File: config.mk
export PLATFORM = sky130hd
export DESIGN_NAME = spi_reg_bank_flat
export DESIGN_NICKNAME = d
export VERILOG_FILES = /design/src/rtl/spi_reg_bank_if.sv /design/src/rtl/spi_reg_bank.sv /design/src/flat_wrapper.sv
export SDC_FILE = /design/constraint.sdc
export NUM_CORES = 1
export LEC_CHECK = 0
export CELL_PAD_IN_SITES_DETAIL_PLACEMENT = 0
export CELL_PAD_IN_SITES_GLOBAL_PLACEMENT = 2
export CORE_UTILIZATION = 33
export DETAILED_ROUTE_END_ITERATION = 6
export DONT_BUFFER_PORTS = 1
export PLACE_DENSITY = 0.8
export SYNTH_ARGS = -nofsm -noshare
export SYNTH_HDL_FRONTEND = slang
export SYNTH_SLANG_ARGS = --single-unit
File: constraint.sdc
create_clock -name clk -period 2.7 [get_ports clk]
set_clock_uncertainty 0.05 [all_clocks]
set_input_delay 0.54 -clock clk [delete_from_list [all_inputs] [get_ports clk]]
set_output_delay 0.54 -clock clk [all_outputs]
set_load 0.05 [all_outputs]
File: src/rtl/spi_reg_bank_if.sv
// Register-bus handshake between spi_reg_bank (master) and the hard-SPI
// register bridge (slave).
interface spi_reg_bank_if;
    logic       rd_en;
    logic       wr_en;
    logic [7:0] address;
    logic [7:0] wb_write_data;
    logic [7:0] wb_read_data;
    logic       wb_xfer_rdy;
    logic       wb_xfer_done;

    modport master (
        output rd_en, wr_en, address, wb_write_data,
        input  wb_read_data, wb_xfer_rdy, wb_xfer_done
    );

    modport slave (
        input  rd_en, wr_en, address, wb_write_data,
        output wb_read_data, wb_xfer_rdy, wb_xfer_done
    );
endinterface

File: src/rtl/spi_reg_bank.sv
// SPI-addressable register bank driving a hard-SPI core over its register bus.
// Optional macro SPI_REG_WR_STROBE_EN adds reg_wr_strobe (per-register write pulse).
module spi_reg_bank #(
    parameter int                    NUM_REGS     = 8,
    parameter logic [NUM_REGS*8-1:0] RESET_VALUES = {{((NUM_REGS - 1) * 8){1'b0}}, 8'hFF},
    parameter logic [NUM_REGS-1:0]   WR_MASK      = {NUM_REGS{1'b1}},
    parameter int                    TIMEOUT      = 255,
    parameter logic [7:0]            SPITXDR      = 8'h59,
    parameter logic [7:0]            SPIISR       = 8'h5A,
    parameter logic [7:0]            SPIRXDR      = 8'h5B
) (
    input  logic                  clk,
    input  logic                  rstn,
    input  logic                  spi_csn,
    spi_reg_bank_if.master        bus,
    input  logic [NUM_REGS*8-1:0] ro_in,
    output logic [NUM_REGS*8-1:0] regs_out,
`ifdef SPI_REG_WR_STROBE_EN
    output logic [NUM_REGS-1:0]   reg_wr_strobe,
`endif
    output logic                  txn_err
);

    localparam int PW       = (NUM_REGS > 1) ? $clog2(NUM_REGS) : 1;
    localparam int TW       = $clog2(TIMEOUT + 2);
    localparam int ISR_RRDY = 3;
    localparam int ISR_TRDY = 4;

    typedef enum logic [2:0] {
        IDLE,
        FLUSH_RX,
        PRIME_TX,
        POLL_CMD,
        LOAD_CMD,
        POLL_DATA,
        TX_DATA,
        RX_DATA
    } state_t;

    state_t          state_reg, state_next;
    logic [2:0]      cs_sync_reg;
    logic            start_reg, start_next;
    logic            end_pend_reg, end_pend_next;
    logic            rd_en_reg, rd_en_next;
    logic            wr_en_reg, wr_en_next;
    logic [7:0]      addr_reg, addr_next;
    logic [7:0]      wdata_reg, wdata_next;
    logic [PW-1:0]   ptr_reg, ptr_next;
    logic            is_write_reg, is_write_next;
    logic            load_phase_reg, load_phase_next;
    logic [TW-1:0]   wait_cnt_reg, wait_cnt_next;
    logic            txn_err_reg, txn_err_next;

    logic            cs_fall;
    logic            cs_rise;
    logic            end_now;
    logic            reg_we;
    logic [PW-1:0]   cmd_ptr;
    logic [PW-1:0]   ptr_inc;
    logic [7:0]      cmd_ptr_val;
    logic [7:0]      ptr_inc_val;

    // Per-access launch request computed inside the done handler
    state_t          after_state;
    logic            launch_rd;
    logic            launch_wr;
    logic [7:0]      launch_addr;
    logic [7:0]      launch_data;

    // Chip-select synchroniser: bits [1:0] resolve metastability, bit 2 is the previous sample
    always_ff @(posedge clk) begin
        if (!rstn) begin
            cs_sync_reg <= 3'b111;
        end else begin
            cs_sync_reg <= {cs_sync_reg[1:0], spi_csn};
        end
    end

    assign cs_fall = cs_sync_reg[2] & ~cs_sync_reg[1];
    assign cs_rise = ~cs_sync_reg[2] & cs_sync_reg[1];

    assign cmd_ptr     = bus.wb_read_data[PW-1:0];
    assign ptr_inc     = ptr_reg + PW'(1);
    assign cmd_ptr_val = regs_out[{cmd_ptr, 3'b000} +: 8];
    assign ptr_inc_val = regs_out[{ptr_inc, 3'b000} +: 8];

    // Register storage and read-back mux; read-only slots reflect ro_in directly
    genvar gi;
    generate
        for (gi = 0; gi < NUM_REGS; gi++) begin : g_reg
            logic [7:0] value_reg;

            always_ff @(posedge clk) begin
                if (!rstn) begin
                    value_reg <= RESET_VALUES[gi*8 +: 8];
                end else if (reg_we && (ptr_reg == PW'(gi))) begin
                    value_reg <= bus.wb_read_data;
                end
            end

            assign regs_out[gi*8 +: 8] = WR_MASK[gi] ? value_reg : ro_in[gi*8 +: 8];

`ifdef SPI_REG_WR_STROBE_EN
            logic strobe_reg;

            always_ff @(posedge clk) begin
                if (!rstn) begin
                    strobe_reg <= 1'b0;
                end else begin
                    strobe_reg <= reg_we && (ptr_reg == PW'(gi));
                end
            end

            assign reg_wr_strobe[gi] = strobe_reg;
`endif
        end
    endgenerate

    always_ff @(posedge clk) begin
        if (!rstn) begin
            state_reg      <= IDLE;
            start_reg      <= 1'b0;
            end_pend_reg   <= 1'b0;
            rd_en_reg      <= 1'b0;
            wr_en_reg      <= 1'b0;
            addr_reg       <= SPITXDR;
            wdata_reg      <= 8'h00;
            ptr_reg        <= '0;
            is_write_reg   <= 1'b0;
            load_phase_reg <= 1'b0;
            wait_cnt_reg   <= '0;
            txn_err_reg    <= 1'b0;
        end else begin
            state_reg      <= state_next;
            start_reg      <= start_next;
            end_pend_reg   <= end_pend_next;
            rd_en_reg      <= rd_en_next;
            wr_en_reg      <= wr_en_next;
            addr_reg       <= addr_next;
            wdata_reg      <= wdata_next;
            ptr_reg        <= ptr_next;
            is_write_reg   <= is_write_next;
            load_phase_reg <= load_phase_next;
            wait_cnt_reg   <= wait_cnt_next;
            txn_err_reg    <= txn_err_next;
        end
    end

    always_comb begin
        state_next      = state_reg;
        start_next      = start_reg | cs_fall;
        end_pend_next   = end_pend_reg;
        rd_en_next      = 1'b0;
        wr_en_next      = 1'b0;
        addr_next       = addr_reg;
        wdata_next      = wdata_reg;
        ptr_next        = ptr_reg;
        is_write_next   = is_write_reg;
        load_phase_next = load_phase_reg;
        wait_cnt_next   = wait_cnt_reg;
        txn_err_next    = txn_err_reg;
        reg_we          = 1'b0;
        end_now         = end_pend_reg | cs_rise;
        after_state     = state_reg;
        launch_rd       = 1'b0;
        launch_wr       = 1'b0;
        launch_addr     = addr_reg;
        launch_data     = wdata_reg;

        if (state_reg == IDLE) begin
            end_pend_next = 1'b0;
            if (start_reg && bus.wb_xfer_rdy) begin
                // A falling edge landing in this very cycle stays latched
                start_next    = cs_fall;
                state_next    = FLUSH_RX;
                rd_en_next    = 1'b1;
                addr_next     = SPIRXDR;
                wait_cnt_next = '0;
            end
        end else begin
            end_pend_next = end_now;
            if (bus.wb_xfer_done) begin
                case (state_reg)
                    FLUSH_RX: begin
                        after_state = PRIME_TX;
                        launch_wr   = 1'b1;
                        launch_addr = SPITXDR;
                        launch_data = 8'h00;
                    end
                    PRIME_TX: begin
                        after_state = POLL_CMD;
                        launch_rd   = 1'b1;
                        launch_addr = SPIISR;
                    end
                    POLL_CMD: begin
                        if (bus.wb_read_data[ISR_RRDY]) begin
                            after_state     = LOAD_CMD;
                            launch_rd       = 1'b1;
                            launch_addr     = SPIRXDR;
                            load_phase_next = 1'b0;
                        end else if (bus.wb_read_data[ISR_TRDY]) begin
                            after_state = PRIME_TX;
                            launch_wr   = 1'b1;
                            launch_addr = SPITXDR;
                            launch_data = 8'h00;
                        end else begin
                            after_state = POLL_CMD;
                            launch_rd   = 1'b1;
                            launch_addr = SPIISR;
                        end
                    end
                    LOAD_CMD: begin
                        // Two accesses: fetch the command, then queue the first MISO byte
                        if (!load_phase_reg) begin
                            is_write_next   = bus.wb_read_data[7];
                            ptr_next        = cmd_ptr;
                            load_phase_next = 1'b1;
                            after_state     = LOAD_CMD;
                            launch_wr       = 1'b1;
                            launch_addr     = SPITXDR;
                            launch_data     = cmd_ptr_val;
                        end else begin
                            load_phase_next = 1'b0;
                            after_state     = POLL_DATA;
                            launch_rd       = 1'b1;
                            launch_addr     = SPIISR;
                        end
                    end
                    POLL_DATA: begin
                        if (bus.wb_read_data[ISR_RRDY]) begin
                            after_state = RX_DATA;
                            launch_rd   = 1'b1;
                            launch_addr = SPIRXDR;
                        end else if (bus.wb_read_data[ISR_TRDY]) begin
                            after_state = TX_DATA;
                            launch_wr   = 1'b1;
                            launch_addr = SPITXDR;
                            if (is_write_reg) begin
                                launch_data = 8'h00;
                            end else begin
                                launch_data = ptr_inc_val;
                                ptr_next    = ptr_inc;
                            end
                        end else begin
                            after_state = POLL_DATA;
                            launch_rd   = 1'b1;
                            launch_addr = SPIISR;
                        end
                    end
                    TX_DATA: begin
                        after_state = POLL_DATA;
                        launch_rd   = 1'b1;
                        launch_addr = SPIISR;
                    end
                    RX_DATA: begin
                        // The received byte is committed even when the frame is ending
                        if (is_write_reg) begin
                            reg_we   = WR_MASK[ptr_reg];
                            ptr_next = ptr_inc;
                        end
                        after_state = POLL_DATA;
                        launch_rd   = 1'b1;
                        launch_addr = SPIISR;
                    end
                    default: begin
                        after_state = IDLE;
                    end
                endcase

                wait_cnt_next = '0;
                if (end_now) begin
                    state_next      = IDLE;
                    load_phase_next = 1'b0;
                end else begin
                    state_next = after_state;
                    rd_en_next = launch_rd;
                    wr_en_next = launch_wr;
                    addr_next  = launch_addr;
                    wdata_next = launch_data;
                end
            end else if (wait_cnt_reg == TW'(TIMEOUT)) begin
                txn_err_next    = 1'b1;
                state_next      = IDLE;
                load_phase_next = 1'b0;
                wait_cnt_next   = '0;
            end else begin
                wait_cnt_next = wait_cnt_reg + TW'(1);
            end
        end
    end

    assign bus.rd_en         = rd_en_reg;
    assign bus.wr_en         = wr_en_reg;
    assign bus.address       = addr_reg;
    assign bus.wb_write_data = wdata_reg;
    assign txn_err           = txn_err_reg;

endmodule

File: src/flat_wrapper.sv
// flat-port wrapper written by rule: the top's interface ports become plain ports
module spi_reg_bank_flat 
#(
    parameter int                    NUM_REGS     = 8,
    parameter logic [NUM_REGS*8-1:0] RESET_VALUES = {{((NUM_REGS - 1) * 8){1'b0}}, 8'hFF},
    parameter logic [NUM_REGS-1:0]   WR_MASK      = {NUM_REGS{1'b1}},
    parameter int                    TIMEOUT      = 255,
    parameter logic [7:0]            SPITXDR      = 8'h59,
    parameter logic [7:0]            SPIISR       = 8'h5A,
    parameter logic [7:0]            SPIRXDR      = 8'h5B
)
  (clk, rstn, spi_csn, ro_in, regs_out, txn_err, bus_rd_en, bus_wr_en, bus_address, bus_wb_write_data, bus_wb_read_data, bus_wb_xfer_rdy, bus_wb_xfer_done);
  spi_reg_bank_if bus_i ();
  input  logic clk;
  input  logic rstn;
  input  logic spi_csn;
  input  logic [NUM_REGS*8-1:0] ro_in;
  output logic [NUM_REGS*8-1:0] regs_out;
  output logic txn_err;
  output wire logic [$bits(bus_i.rd_en)-1:0] bus_rd_en;
  output wire logic [$bits(bus_i.wr_en)-1:0] bus_wr_en;
  output wire logic [$bits(bus_i.address)-1:0] bus_address;
  output wire logic [$bits(bus_i.wb_write_data)-1:0] bus_wb_write_data;
  input wire logic [$bits(bus_i.wb_read_data)-1:0] bus_wb_read_data;
  input wire logic [$bits(bus_i.wb_xfer_rdy)-1:0] bus_wb_xfer_rdy;
  input wire logic [$bits(bus_i.wb_xfer_done)-1:0] bus_wb_xfer_done;
  assign bus_rd_en = bus_i.rd_en;
  assign bus_wr_en = bus_i.wr_en;
  assign bus_address = bus_i.address;
  assign bus_wb_write_data = bus_i.wb_write_data;
  assign bus_i.wb_read_data = bus_wb_read_data;
  assign bus_i.wb_xfer_rdy = bus_wb_xfer_rdy;
  assign bus_i.wb_xfer_done = bus_wb_xfer_done;
  spi_reg_bank #(.NUM_REGS(NUM_REGS), .RESET_VALUES(RESET_VALUES), .WR_MASK(WR_MASK), .TIMEOUT(TIMEOUT), .SPITXDR(SPITXDR), .SPIISR(SPIISR), .SPIRXDR(SPIRXDR)) u_core (.clk(clk), .rstn(rstn), .spi_csn(spi_csn), .bus(bus_i), .ro_in(ro_in), .regs_out(regs_out), .txn_err(txn_err));
endmodule
==> flow_summary.json, run 1 <==
{
  "status": "completed",
  "synth_seq_area_share": 0.376,
  "vdd_drop_max_v": 0.000308,
  "finalWirelength_um": 15600,
  "max_stage_delay_ps": 520,
  "drt-met1-wl_um": 6760,
  "routedWlPerCell_um": 20.0,
  "postRouteAntennaNets": 0,
  "clk_path_buf_depth": 2,
  "cp_max_fo": 12,
  "worst_pin_slew_ps": 771,
  "synth_cell_type_count": 47,
  "n_antenna_cell": 0,
  "first_global_vias": 3993,
  "r2r_slack_ps": 410,
  "fmax_mhz": 436,
  "crit_chain": "inv_1 > ha_1 > buf_12 > mux4_2 > mux2i_1 > nor2_1 > a31oi_1 > a21oi_1",
  "hpwlAfterDp_um": 11000,
  "crit_arrival_ps": 2470,
  "syn_area_um2": 5270,
  "drtIter0Drc": 259,
  "power_density_nw_per_um2": 601,
  "die_area_um2": 16500,
  "num_vias": 4221,
  "ios": 160,
  "multiInputGateArea_um2": 3030,
  "grt_pass1_wl_um": 23900,
  "r2r-end": "u_core.bus.wb_write_data[4]",
  "routed.top_layer": "met4",
  "via_per_inst": 5.41,
  "r2r-start": "u_core.ptr_reg[1]",
  "synth-seq-cells": 99,
  "rsz0062_at_grt": "false",
  "largest_reg_flops": 64,
  "cp-startpoint": "u_core.ptr_reg[1]",
  "grt_max_degree": 100,
  "layout_min_cycle_time_ps": 2290,
  "cts_resized": 0,
  "htreeDepth": 3,
  "grtUsageTotal": 0.194,
  "p_leak_nw": 2.20,
  "endpoint": "u_core.bus.wb_write_data[4]",
  "clock_latency_ps": 350,
  "drt_drc_violations_left": 0,
  "hold_violations": 0,
  "relSlewSlack": 0.484,
  "cts_root_buf": "clkbuf_16",
  "fp-row-count": 45,
  "final_util": 0.373,
  "gp_congestion": 0.870,
  "yosys_warnings": 0,
  "cap_viol_max_count": 0,
  "seq_area_um2": 1980,
  "endpoint_kind": "flop",
  "post_cts_buffers": 0,
  "die_w_um": 128,
  "die-height_um": 128,
  "setup_tns_ps": 0,
  "core-area_um2": 15400,
  "drive_gt1_frac": 0.0949,
  "worstRegToRegCells": 8,
  "cts_tree": "done",
  "final_cell_mix": "99 x dfxtp_1, 68 x nand2_1, 67 x mux2i_1",
  "grt-ovfl-total": 0,
  "synth_edf_count": 0,
  "async_reset_ff_frac": 0,
  "syn_area_per_cell_um2": 8.94,
  "startpoint_type": "flop",
  "first_pass_iters": 4,
  "layout.nets": 648,
  "start_util": 0.343,
  "antenna_found_initial": 0,
  "final.fill_count": 1551,
  "path_clk_slew_ps": 70,
  "cts_sinks": 99,
  "layout_commonest_cell": "dfxtp_1",
  "wl_met2_um": 7390,
  "syn2layout_area_growth_pct": 8.66,
  "slowest_stage": "mux4_2",
  "critical_path_required_ps": 2880,
  "ctsHoldBuffers": 0,
  "min_path_type": "input port to flop",
  "setup-violations-final": 0,
  "numCtsBuffers": 9,
  "met3_length_um": 1140,
  "worstSetupPathType": "flop to flop",
  "synth-main-ff-cell": "dfxtp_1",
  "port_buffers": 0,
  "synth_cells": 590,
  "drv_slew": 0,
  "fin_crit_sh": 0.850
}
## cell usage after synthesis (3+ instances only)
| cell | n | area (um^2) |
|---|---|---|
| dfxtp_1 | 99 | 1980 |
| nand2_1 | 68 | 255 |
| mux2i_1 | 67 | 671 |
| nand3_1 | 61 | 305 |
| nor2b_1 | 36 | 225 |
| a21boi_0 | 30 | 225 |
| clkbuf_1 | 29 | 109 |
| a21oi_1 | 28 | 140 |
| nor2_1 | 26 | 97.6 |
| o21ai_0 | 21 | 105 |
| mux4_2 | 16 | 360 |
| a22oi_1 | 11 | 82.6 |
| buf_2 | 11 | 55.1 |
| a31oi_1 | 9 | 56.3 |
| buf_4 | 9 | 67.6 |
| ha_1 | 7 | 87.6 |
| nor3b_1 | 6 | 45.0 |
| inv_1 | 5 | 18.8 |
| nand2b_1 | 5 | 31.3 |
| buf_1 | 4 | 15.0 |
| a21boi_1 | 3 | 22.5 |
| and2_1 | 3 | 18.8 |
| and3_1 | 3 | 18.8 |
| or3_1 | 3 | 18.8 |
## logic make-up (layout without fill, tap and decap cells)
logic type / Yosys count / count (layout) / synth area share
multiplexers: 83 / 83 / 0.196
other: 2 / 6 / 0.00142
adder cells (fa/ha/maj): 7 / 7 / 0.0166
buffers and inverters: 60 / 35 / 0.0532
flip-flops: 99 / 99 / 0.376
AO/OA/AOI/OAI: 119 / 119 / 0.150
AND/OR/NAND/NOR: 220 / 220 / 0.208
## worst min path at each step
stage,slack (ps),startpoint,endpoint,depth (start not counted)
floorplan,340,u_core.cs_sync_reg[0],u_core.cs_sync_reg[1],1
global placement,340,u_core.cs_sync_reg[0],u_core.cs_sync_reg[1],1
detailed placement,350,u_core.cs_sync_reg[0],u_core.cs_sync_reg[1],1
CTS,200,rstn,u_core.cs_sync_reg[2],1
global route,210,rstn,u_core.cs_sync_reg[2],1
finish,210,rstn,u_core.cs_sync_reg[2],1
## worst max-delay path: cells and delay by family, from the launching register on
| family | cells | cell delay (ps) |
|---|---|---|
| fa+ha+maj | 1 | 340 |
| buf+inv | 2 | 260 |
| compound gates | 2 | 380 |
| flops | 1 | 410 |
| simple gates | 1 | 50 |
| mux | 2 | 660 |
## cell type report
cell class              count  share of cell area
inverters                   6             0.00393
well taps                 211              0.0461
flip-flops and latches     99               0.346
clock inverters             7              0.0175
multi-input cells         435               0.528
clock buffers               9              0.0393
repair buffers             13              0.0192
## layer usage
metal	global-route usage	vias to the layer above
li1	-	2042
met1	0.242	2048
met2	0.321	112
met3	0.0491	19
met4	0.0796	0
met5	0	-
## power breakdown
| group | internal, mW | switching [mW] |
|---|---|---|
| clock network | 0.818 | 0.614 |
| registers | 1.51 | 0.179 |
| logic | 0.124 | 0.198 |
## through the flow
stage	cells	total power [mW]	setup WS, ps	cell area, um^2	hold WS (ps)
after floorplan	594	2.02	62.5	5290	336
after global placement	764	2.04	386	5400	342
after detailed placement	764	2.04	388	5400	348
after CTS	780	3.48	366	5730	197
after global routing	780	3.59	251	5730	207
final	780	3.44	405	5730	211
Power figures use the tool's default switching activity.
==> run 2, diff against run 1 <==
Clock period 2.7 ns to 2.05 ns, I/O delays scaled along.
==> run 2 against run 1 <==
The flow now finishes with violations (setup timing). Critical path depth grew 1. Total power grew 33%. Cell count grew 11%. Worst hold slack lost 120 ps. Register-to-register slack lost 480 ps. Non-clock buffer count grew 83. Global-route usage grew 1.7 points. Setup slack lost 480 ps. Count of clock-buffer cells in the layout grew 1. First-iteration DRC count grew 78%. Largest cell class unchanged. Largest power group unchanged.
==> flow_summary.json, run 2 (synthesis gave the netlist of run 1 again) <==
{
  "status": "finished with violations",
  "violations": "setup timing",
  "ios": 160,
  "combPwrFrac": 0.104,
  "drt_drc_violations_left": 0,
  "ctsHoldBuffers": 0,
  "post_cts_buffers": 0,
  "layout.nets": 731,
  "holdWs_ps": 86.8,
  "fmax_mhz": 471,
  "drv_slew": 0,
  "grt-ovfl-total": 0,
  "clk_path_buf_depth": 2,
  "max_stage_delay_ps": 530,
  "cts_sinks": 99,
  "worst_pin_slew_ps": 580,
  "start_util": 0.343,
  "largest_reg_flops": 64,
  "first_pass_iters": 5,
  "placement.setup.worst_slack_ps": -107,
  "gp_congestion": 0.868,
  "r2r-end": "u_core.bus.wb_write_data[5]",
  "setup_tns_ps": -215,
  "cap_viol_max_count": 0,
  "die_w_um": 128,
  "grt_max_degree": 100,
  "power_density_nw_per_um2": 711,
  "layout_commonest_cell": "dfxtp_1",
  "power_switching_mw": 1.31,
  "num_vias": 4664,
  "drive_gt1_frac": 0.227,
  "via_per_inst": 5.40,
  "hp-start": "rstn",
  "clock_latency_ps": 360,
  "min_path_type": "input port to flop",
  "min_path_cells": 1,
  "seqPwrFrac": 0.483,
  "hold_violations": 0,
  "antenna_found_initial": 0,
  "grtUsageTotal": 0.211,
  "worstRegToRegCells": 9,
  "grt_pass1_wl_um": 26100,
  "crit_chain": "inv_4 > ha_4 > buf_12 > mux4_2 > mux2i_1 > nor2_1 > a31oi_1 > buf_4 > a21oi_2",
  "final_util": 0.419,
  "cts_root_buf": "clkbuf_16",
  "die_area_um2": 16500,
  "p_leak_nw": 2.66,
  "r2r-start": "u_core.ptr_reg[0]",
  "core-area_um2": 15400,
  "rsz0062_at_grt": "true",
  "routedWlPerCell_um": 19.8,
  "postRouteAntennaNets": 0,
  "vdd_drop_max_v": 0.000416,
  "hpwlAfterDp_um": 12300,
  "syn2layout_area_growth_pct": 22.3,
  "hold_end": "u_core.cs_sync_reg[2]",
  "fp-row-count": 45,
  "first_global_vias": 4430,
  "die-height_um": 128,
  "cp_max_fo": 9,
  "p_sw_frac": 0.286,
  "p_int_mw": 3.28,
  "relSlewSlack": 0.612,
  "clockPowerShare": 0.413,
  "finalWirelength_um": 17100,
  "layout_min_cycle_time_ps": 2120,
  "port_buffers": 0,
  "path_clk_slew_ps": 70,
  "numCtsBuffers": 9,
  "slowest_stage": "mux4_2",
  "worstSetupPathType": "flop to flop",
  "final_cells": 863,
  "finalWorstSetupSlack_ps": -74.1,
  "htreeDepth": 3,
  "n_antenna_cell": 0,
  "place_inst": 847,
  "endpoint_kind": "flop",
  "place_area_um2": 6070,
  "crit_arrival_ps": 2300,
  "startpoint_type": "flop",
  "critical_path_required_ps": 2230,
  "fin_crit_sh": 1.04,
  "power_mw": 4.59,
  "drtIter0Drc": 461,
  "setup-violations-final": 5,
  "final_cell_mix": "96 x dfxtp_1, 92 x buf_4, 68 x nand2_1",
  "r2r_slack_ps": -70,
  "cts_tree": "done",
  "design_area_um2": 6450
}
-- run 2: power by group through the flow --
stage	Sequential (mW)	Clock [mW]	Combinational (mW)
after global routing	2.23	1.99	0.525
after floorplan	2.22	0	0.438
after CTS	2.22	1.93	0.471
after global placement	2.26	0	0.454
final	2.22	1.89	0.476
after detailed placement	2.26	0	0.464
-- run 2: worst max-delay path by stage --
stage,start,endpoint,depth (start not counted)
final,u_core.ptr_reg[0],u_core.bus.wb_write_data[5],9
after global routing,u_core.ptr_reg[0],u_core.bus.wb_write_data[5],9
after CTS,u_core.ptr_reg[0],u_core.bus.wb_write_data[5],9
after detailed placement,u_core.ptr_reg[1],u_core.bus.wb_write_data[0],8
after global placement,u_core.ptr_reg[1],u_core.bus.wb_write_data[1],8
after floorplan,u_core.ptr_reg[0],u_core.bus.wb_write_data[0],11
-- run 2: layout make-up --
type	count	area, um^2
Sequential cell	99	1990
Inverter	6	25.0
Tap cell	211	264
Clock inverter	6	88.8
Timing Repair Buffer	96	762
Clock buffer	10	239
Multi-Input combinational cell	435	3080
Fill cell	1527	8920
-- run 2: what timing repair did --
item                       4_1_cts  5_1_grt
hold endpoints to repair         0        0
pin swaps                        1        0
resized for setup                7        4
setup endpoints to repair        6       25
gates cloned                     0        0
-- run 2: worst max-delay path, delay by kind of cell (launching register included) --
kind / cells / cell delay, ps
compound gates: 2 / 210
simple gates: 1 / 50
flops: 1 / 350
buf+inv: 3 / 330
mux: 2 / 700
fa+ha+maj: 1 / 280
-- run 2: metal layers --
metal | up-vias | global-route usage | part of all wire
met4 | 0 | 0.0789 | 0.017
li1 | 2202 | - | -
met5 | - | 0 | 0
met2 | 141 | 0.333 | 0.46
met3 | 19 | 0.0445 | 0.063
met1 | 2302 | 0.283 | 0.46
==> run 3, diff against run 2 <==
Settings changed: GPL_TIMING_DRIVEN from default to 0.
Clock period 2.05 ns to 1.9 ns, I/O delays scaled along.
==> run 3 against run 2 <==
The flow still finishes with violations (setup timing). Non-clock buffer count shrank 30. Sequential power grew 7%. Routed wire length grew 6.5%. Critical path depth grew 2. Count of clock-buffer cells in the layout is the same. Largest cell class unchanged. Highest routed layer unchanged.
==> flow_summary.json, run 3 (synthesis gave the netlist of run 1 again) <==
{
  "fp-row-count": 45,
  "min_path_cells": 1,
  "cts_root_buf": "clkbuf_16",
  "syn2layout_area_growth_pct": 18.4,
  "final_util": 0.406,
  "drtIter0Drc": 261,
  "routedWlPerCell_um": 21.8,
  "power_density_nw_per_um2": 817,
  "grtUsageTotal": 0.223,
  "fin_crit_sh": 1.24,
  "vdd_drop_max_v": 0.000386,
  "antenna_found_initial": 0,
  "ctsHoldBuffers": 0,
  "layout_commonest_cell": "dfxtp_1",
  "met3_length_um": 1400,
  "start_util": 0.343,
  "startpoint_type": "flop",
  "final.fill_count": 1512,
  "n_antenna_cell": 0,
  "endpoint": "u_core.bus.wb_write_data[1]",
  "slowest_stage": "mux4_2",
  "drive_gt1_frac": 0.164,
  "p_leak_nw": 2.41,
  "max_stage_delay_ps": 500,
  "port_buffers": 0,
  "gp_congestion": 0.864,
  "cp-startpoint": "u_core.ptr_reg[0]",
  "via_per_inst": 5.56,
  "setup_tns_ps": -3340,
  "core-area_um2": 15400,
  "grt-ovfl-total": 0,
  "first_pass_iters": 4,
  "holdWs_ps": 77.2,
  "clk_path_buf_depth": 2,
  "worst_pin_slew_ps": 826,
  "multiInputGateArea_um2": 3170,
  "drt_drc_violations_left": 0,
  "critical_path_required_ps": 2080,
  "layout.nets": 702,
  "final_cell_mix": "96 x dfxtp_1, 67 x mux2i_1, 67 x nand2_1",
  "largest_reg_flops": 64,
  "routed.top_layer": "met4",
  "r2r_slack_ps": -460,
  "drv_slew": 0,
  "cap_viol_max_count": 0,
  "cts_tree": "done",
  "die_area_um2": 16500,
  "drt-met1-wl_um": 8050,
  "htreeDepth": 3,
  "crit_chain": "buf_12 > buf_12 > inv_6 > ha_4 > buf_12 > buf_12 > mux4_2 > mux2i_1 > nor2_1 > a31oi_2 > a21oi_2",
  "wl_met2_um": 8410,
  "r2r-start": "u_core.ptr_reg[0]",
  "hpwlAfterDp_um": 13100,
  "relSlewSlack": 0.449,
  "cpMostUsedCell": "buf_12",
  "worstRegToRegCells": 11,
  "first_global_vias": 4269,
  "clock_latency_ps": 350,
  "die-height_um": 128,
  "num_vias": 4628,
  "grt_pass1_wl_um": 27100,
  "crit_arrival_ps": 2540,
  "grt_max_degree": 16,
  "ios": 160,
  "finalWirelength_um": 18200,
  "layout_min_cycle_time_ps": 2360,
  "rsz0062_at_grt": "true",
  "worstSetupPathType": "flop to flop",
  "status": "finished with violations",
  "postRouteAntennaNets": 0,
  "setup-violations-final": 8,
  "hold_violations": 0,
  "cp_max_fo": 7,
  "die_w_um": 128,
  "numCtsBuffers": 9,
  "path_clk_slew_ps": 70,
  "violations": "setup timing",
  "finalWorstSetupSlack_ps": -460,
  "min_path_type": "input port to flop",
  "fmax_mhz": 424,
  "endpoint_kind": "flop",
  "seq_area_um2": 1990,
  "r2r-end": "u_core.bus.wb_write_data[1]",
  "cts_sinks": 99
}
## run 3: changes by cell type in the layout (fill, tap and decap cells not counted), moves of 3 or more
cell      delta
buf_12       +5
clkbuf_1    +23
buf_1        +3
buf_4       -73
buf_2        +8
## run 3: cell type report
class,instances,area share
buffer,49,0.0495
clock buffer,10,0.0383
clock inverter,4,0.0118
inverter,6,0.00441
multi-input combinational,436,0.508
sequential,99,0.318
tap,211,0.0423
timing repair buffer,17,0.0281
## run 3: metal layers
| metal | up-vias | track usage |
|---|---|---|
| met5 | - | 0 |
| met4 | 0 | 0.0782 |
| met3 | 18 | 0.0549 |
| met2 | 182 | 0.350 |
| met1 | 2276 | 0.297 |
| li1 | 2152 | - |
## run 3: worst min-delay path by stage
stage	slack, ps	to	from
after floorplan	340	u_core.cs_sync_reg[1]	u_core.cs_sync_reg[0]
after global placement	340	u_core.cs_sync_reg[1]	u_core.cs_sync_reg[0]
after detailed placement	350	u_core.cs_sync_reg[1]	u_core.cs_sync_reg[0]
after CTS	70	u_core.cs_sync_reg[0]	spi_csn
after global routing	70	u_core.cs_sync_reg[0]	spi_csn
final	80	u_core.cs_sync_reg[0]	spi_csn
## run 3: report_power, final
part,switching [mW],total [mW],internal [mW]
sequential,0.227,2.37,2.15
clock,0.831,2.01,1.18
combinational,0.464,0.718,0.254
total,1.52,5.10,3.58
## run 3: through the flow
step	area [um^2]	setup slack [ps]	cells	total power, mW
floorplan	5330	-312	594	2.87
global placement	5600	-790	805	3.04
detailed placement	5600	-805	805	3.05
CTS	6100	-447	824	5.05
global route	6240	-547	832	5.29
finish	6240	-460	832	5.10
## run 3: repair_timing
action | 4_1_cts | 5_1_grt
gates cloned | 0 | 2
buffers inserted | 8 | 8
pin swaps | 4 | 9
resized for setup | 24 | 14
endpoints found under the setup margin | 58 | 70
## run 3: worst max-delay path: cells and delay by family, from the launching register on
family | cells | cell delay (ps)
muxes | 2 | 630
buffers and inverters | 5 | 520
AOI/OAI and AO/OA | 2 | 350
DFF | 1 | 350
adders and majority gates | 1 | 260
and+or+nand+nor | 1 | 70
